`src/rtl/avalon_stream_switcher.sv`:
```
// avalon_stream_switcher
// Routes one of NUM_CH Avalon-ST style sinks onto a single registered source.
// A channel change blanks the source (all zeros) for BLANK_CYCLES cycles so
// downstream logic never sees samples straddling the switch.
// Optional feature macro: AVALON_SWITCHER_ERR_STICKY_EN adds err_clear and
// err_sticky, a sticky OR of every error seen on a valid output cycle.
//
// state   | meaning
// --------+-------------------------------------------------------------
// S_PASS  | active_sel channel registered onto source_* every cycle
// S_BLANK | source_* forced to zero while r_cnt counts down to 0

module avalon_stream_switcher #(
  parameter int NUM_CH       = 4,
  parameter int SEL_W        = 2,
  parameter int DATA_W       = 12,
  parameter int ERR_W        = 2,
  parameter int BLANK_CYCLES = 8
) (
  input  logic                       clk,
  input  logic                       reset_n,
`ifdef AVALON_SWITCHER_ERR_STICKY_EN
  input  logic                       err_clear,
  output logic [ERR_W-1:0]           err_sticky,
`endif
  input  logic [SEL_W-1:0]           select,
  input  logic [NUM_CH*DATA_W-1:0]   sink_data,
  input  logic [NUM_CH-1:0]          sink_valid,
  input  logic [NUM_CH*ERR_W-1:0]    sink_error,
  output logic [DATA_W-1:0]          source_data,
  output logic                       source_valid,
  output logic [ERR_W-1:0]           source_error,
  output logic [SEL_W-1:0]           active_sel,
  output logic                       switching
);

  typedef enum logic {S_PASS = 1'b0, S_BLANK = 1'b1} state_t;

  localparam logic [SEL_W:0] LP_NUM_CH   = (SEL_W+1)'(NUM_CH);
  localparam logic [7:0]     LP_BLANK_LD = 8'(BLANK_CYCLES - 1);
  localparam bit             LP_BLANK_EN = (BLANK_CYCLES > 0);

  state_t              r_state;
  state_t              w_state_nxt;
  logic [SEL_W-1:0]    r_active_sel;
  logic [SEL_W-1:0]    w_sel_nxt;
  logic [7:0]          r_cnt;
  logic [7:0]          w_cnt_nxt;
  logic [DATA_W-1:0]   r_src_data;
  logic [DATA_W-1:0]   w_data_nxt;
  logic                r_src_valid;
  logic                w_valid_nxt;
  logic [ERR_W-1:0]    r_src_error;
  logic [ERR_W-1:0]    w_error_nxt;

  logic                w_accept;
  logic [SEL_W-1:0]    w_route_sel;
  logic [DATA_W-1:0]   w_ch_data;
  logic                w_ch_valid;
  logic [ERR_W-1:0]    w_ch_error;

  // A request is only honoured when it names a real channel that differs
  // from the one currently routed or pending.
  assign w_accept = ({1'b0, select} < LP_NUM_CH) && (select != r_active_sel);

  // With no blanking the new channel must be routed on the accepting edge,
  // so the mux looks ahead at select instead of the registered channel.
  assign w_route_sel = (w_accept && !LP_BLANK_EN) ? select : r_active_sel;

  // Channel mux: pick the routed channel's data, valid and error.
  always_comb begin
    w_ch_data  = '0;
    w_ch_valid = 1'b0;
    w_ch_error = '0;
    for (int k = 0; k < NUM_CH; k++) begin
      if (w_route_sel == SEL_W'(k)) begin
        w_ch_data  = sink_data[k*DATA_W +: DATA_W];
        w_ch_valid = sink_valid[k];
        w_ch_error = sink_error[k*ERR_W +: ERR_W];
      end
    end
  end

  // Next-state and next-output decode; a fresh accepted change always wins,
  // which also restarts blanking when it arrives mid-BLANK.
  always_comb begin
    w_state_nxt = r_state;
    w_sel_nxt   = r_active_sel;
    w_cnt_nxt   = r_cnt;
    w_data_nxt  = w_ch_data;
    w_valid_nxt = w_ch_valid;
    w_error_nxt = w_ch_error;
    if (w_accept) begin
      w_sel_nxt = select;
      if (LP_BLANK_EN) begin
        w_state_nxt = S_BLANK;
        w_cnt_nxt   = LP_BLANK_LD;
        w_data_nxt  = '0;
        w_valid_nxt = 1'b0;
        w_error_nxt = '0;
      end
    end else if (r_state == S_BLANK) begin
      if (r_cnt == 8'd0) begin
        w_state_nxt = S_PASS;
      end else begin
        w_cnt_nxt   = r_cnt - 8'd1;
        w_data_nxt  = '0;
        w_valid_nxt = 1'b0;
        w_error_nxt = '0;
      end
    end
  end

  // State, channel, counter and source registers.
  always_ff @(posedge clk or negedge reset_n) begin
    if (!reset_n) begin
      r_state      <= S_PASS;
      r_active_sel <= '0;
      r_cnt        <= 8'd0;
      r_src_data   <= '0;
      r_src_valid  <= 1'b0;
      r_src_error  <= '0;
    end else begin
      r_state      <= w_state_nxt;
      r_active_sel <= w_sel_nxt;
      r_cnt        <= w_cnt_nxt;
      r_src_data   <= w_data_nxt;
      r_src_valid  <= w_valid_nxt;
      r_src_error  <= w_error_nxt;
    end
  end

  assign source_data  = r_src_data;
  assign source_valid = r_src_valid;
  assign source_error = r_src_error;
  assign active_sel   = r_active_sel;
  assign switching    = (r_state == S_BLANK);

`ifdef AVALON_SWITCHER_ERR_STICKY_EN
  logic [ERR_W-1:0] r_err_sticky;

  // Sticky error: a coincident new error survives err_clear, and channel
  // switches leave the accumulated value alone.
  always_ff @(posedge clk or negedge reset_n) begin
    if (!reset_n) begin
      r_err_sticky <= '0;
    end else begin
      r_err_sticky <= (err_clear ? '0 : r_err_sticky) |
                      (r_src_valid ? r_src_error : '0);
    end
  end

  assign err_sticky = r_err_sticky;
`else
  // Sticky error tracking not built.
`endif

endmodule

```
`config.mk`:
```
export PLATFORM = sky130hd
export DESIGN_NAME = avalon_stream_switcher
export DESIGN_NICKNAME = d
export VERILOG_FILES = /design/src/rtl/avalon_stream_switcher.sv
export SDC_FILE = /design/constraint.sdc
export NUM_CORES = 1
export LEC_CHECK = 0
export BUFFER_PORTS_ARGS = -buffer_cell sky130_fd_sc_hd__clkbuf_2
export CAP_MARGIN = 30
export CORE_MARGIN = 1
export CORE_UTILIZATION = 44
export DETAILED_ROUTE_END_ITERATION = 7
export PLACE_DENSITY_LB_ADDON = 0.1
export SETUP_SLACK_MARGIN = 0.3
export SLEW_MARGIN = 20
export SYNTH_ARGS = -nofsm -noshare
export SYNTH_HDL_FRONTEND = slang
export SYNTH_SLANG_ARGS = --single-unit
```
`constraint.sdc`:
```
create_clock -name clk -period 2.06 [get_ports clk]
set_input_delay 0.206 -clock clk [delete_from_list [all_inputs] [get_ports clk]]
set_output_delay 0.206 -clock clk [all_outputs]
set_load 0.05 [all_outputs]
```
==> results.tsv <==
metric	value	unit
mux cell area share after synthesis	25.7	%
status	complete, no violations	
non-filler cells, final	246	
PwrDens	460	nW/um2
Routed WL	3.50	mm
routed vias	1286	
placer congestion estimate	0.778	
initial antenna violation count	0	
GRT met2 Usage	41.7	%
Tot Pwr	0.951	mW
fin nets	269	
Cell Area, Synth	1470	um2
grt ovf	0	
Hold Path Class	in -> reg	
CTS Buffer Depth	2	
met3 Use GR	2.81	%
Critical Path Source Type	flop	
placed cell count	233	
I/O Buffers	81	
min-delay src	select[1]	
Synth Net Count	177	
R2R cell count	3	
Worst Setup End Kind	flop	
Seq/Total Area, Yosys	44.2	%
Req. time, crit path	2.32	ns
Core Rows	20	
Most used DFF post-synth	dfrtp_1	
number of flops mapped to enable cells by yosys	0	
Netlist cell types	32	
worst vdd ir	292	uV
Max Freq	0.566	GHz
Hold Fails Final Rpt	0	
Synth Instances	111	
wire length per cell	14.2	um
clock-pin slew of the registers on the worst-case setup and hold paths	0.14	ns
top cell type's share of synthesized area	44.2	%
layout cells sized above 1	64.4	%
CP Max Fanout	4	
area of the die	3580	um2
setup violators final	0	
main combinational cell family by area after synthesis	multiplexers	
syn avg cell area	13.3	um2
Hold WS	0.0211	ns
largest net degree at the start of global routing	27	
Post-Synth XOR/XNOR Area	2.38	%
Initial Utilization	47.5	%
worst slack, placed	0.0749	ns
DR pass1 iterations	3	
Synth Area in Compound Gates	5.27	%
Synth async-reset ratio	100	%
TNS Setup	0	ns
Ant. Diodes	0	
antenna viol nets, final	0	
DR iter-0 viols	13	
Synth area leader	dfrtp_1	
Synth Area in Adders	1.70	%
GR peak layer	met2	
HPWL Detailed	2.64	mm
total track usage	21.5	%
Layout Utilization	66.7	%
placed instance area	1940	um2
reg2reg setup slack	0.29	ns
die width	59.9	um
Die H	59.9	um
Worst-Skew Late Latency	0.32	ns
fin crit period	1.77	ns
post-DR vias/cell	5.23	
Hold Path End	active_sel[1]$_DFFE_PN0N_	
CTS Sinks	26	
YS warnings	0	
most frequent cell after synthesis	dfrtp_1	
grt met1 use	24.3	%
max-cap viol count	0	
Core Box Area	3100	um2
post-layout instance area	2070	um2
Hold Crit Depth	1	
H-tree depth	1	
first-pass GRT wire length	5.64	mm
Setup Skew	0.0191	ns
Slew Limit Headroom	58.0	%
critical path arrival	2.03	ns
clock buffer count from CTS	3	
largest cells by area after synthesis	dfrtp_1 44%, mux4_2 23%, nor3b_1 8.2%	
RSZ-0062 raised after global routing	no	
DR DRC count	0	
CTS tree	done	
# IOs	82	
Area Growth Syn to Fin	40.4	%
Worst Tran Pin Value	0.630	ns
count of state elements after synthesis	26	
CTS Root Cell	clkbuf_4	
Leak	0.995	nW
Slew Viols, Final	0	
r2r endpoint	r_cnt[6]$_DFFE_PN0P_	
final worst slack	0.295	ns
Setup CP Type	reg -> reg	
Final period util	85.7	%
Post-Synth Simple-Gate Area	17.2	%
R2R Path Start	r_cnt[3]$_DFFE_PN0P_	
Post-synth top cells	26 x dfrtp_1, 16 x nor3b_1, 15 x mux4_2	
vias in the first global route	1360	
-- power by group --
group | leakage [nW] | switching [mW] | total (mW) | internal [mW]
sequential | 0.335 | 0.00356 | 0.520 | 0.516
clock | 0.0150 | 0.145 | 0.221 | 0.0757
combinational | 0.645 | 0.0902 | 0.211 | 0.120
-- critical path: stages (launching register included) --
cell     delay (ns)
dfrtp_2        0.44
or4_4          0.55
or4_1          0.55
a21oi_2        0.15
-- layout make-up --
type	count	area, um2
Fill cell	262	1030
Tap cell	44	55.1
Inverter	2	7.51
Clock buffer	4	26.3
Multi-Input combinational cell	74	802
Sequential cell	26	657
Timing Repair Buffer	96	520
-- sequential cells by signal, indices dropped and copies added (netlist names) --
register,flops
active_sel,2
r_cnt,8
source_data,12
source_error,2
source_valid,1
switching,1
-- worst max-delay path by stage --
stage	start	end	slack (ns)	cells after the start
2_1_floorplan	active_sel[0]$_DFFE_PN0N_	source_data[10]$_DFF_PN0_	0.33	4
3_3_place_gp	r_cnt[0]$_DFFE_PN0P_	source_data[8]$_DFF_PN0_	0.23	6
3_5_place_dp	r_cnt[0]$_DFFE_PN0P_	source_data[6]$_DFF_PN0_	0.07	6
4_1_cts	r_cnt[2]$_DFFE_PN0P_	r_cnt[6]$_DFFE_PN0P_	0.30	3
5_1_grt	r_cnt[2]$_DFFE_PN0P_	r_cnt[6]$_DFFE_PN0P_	0.28	3
6_report	r_cnt[3]$_DFFE_PN0P_	r_cnt[6]$_DFFE_PN0P_	0.29	3
-- placed cells by master, fill, tap and decap left out --
master,netlist,routed
clkbuf_2,0,81
dfrtp_1,26,21
mux4_2,15,15
buf_4,0,14
nor3b_1,16,13
dfrtp_2,0,5
a21oi_1,5,4
nor3_1,3,3
mux2i_1,3,3
nand3_1,3,3
o21ai_0,3,3
clkbuf_4,0,3
inv_1,2,2
xnor2_1,2,2
nand2_1,2,2
nor3b_2,0,2
or2_2,2,2
xor2_1,2,2
or4_1,2,2
ha_1,2,2
nor4_1,1,1
nor3b_4,0,1
a21boi_4,0,1
and3_2,1,1
mux2_2,1,1
or4_4,1,1
or3b_2,1,1
nor2_1,1,1
or4b_1,1,1
o31ai_1,1,1
nor2b_1,1,1
a21oi_2,0,1
or3_2,1,1
or3_1,1,1
a211oi_1,1,1
a2111o_1,1,1
clkbuf_1,5,1
dlygate4sd3_1,0,1
-- cells by family after synthesis --
group           Yosys count
flops                    26
buf+inv                  11
xor+xnor                  4
simple gates             37
fa+ha+maj                 2
compound gates           12
mux                      19
-- metal layers --
layer  part of all wire (%)  wire length (um)  vias up
li1                       -                 -      611
met1                     40              1410      615
met2                     53              1850       54
met3                    5.2               183        6
met4                    1.5                51        0
met5                      0                 0        -
-- timing repair --
item,CTS,global route
buffers inserted,0,8
pin swaps,0,1
endpoints found under the hold margin,26,0
endpoints found under the setup margin,18,10
hold buffers,1,0
resized for setup,3,5
Note: power is estimated with default switching activity, not from simulation.
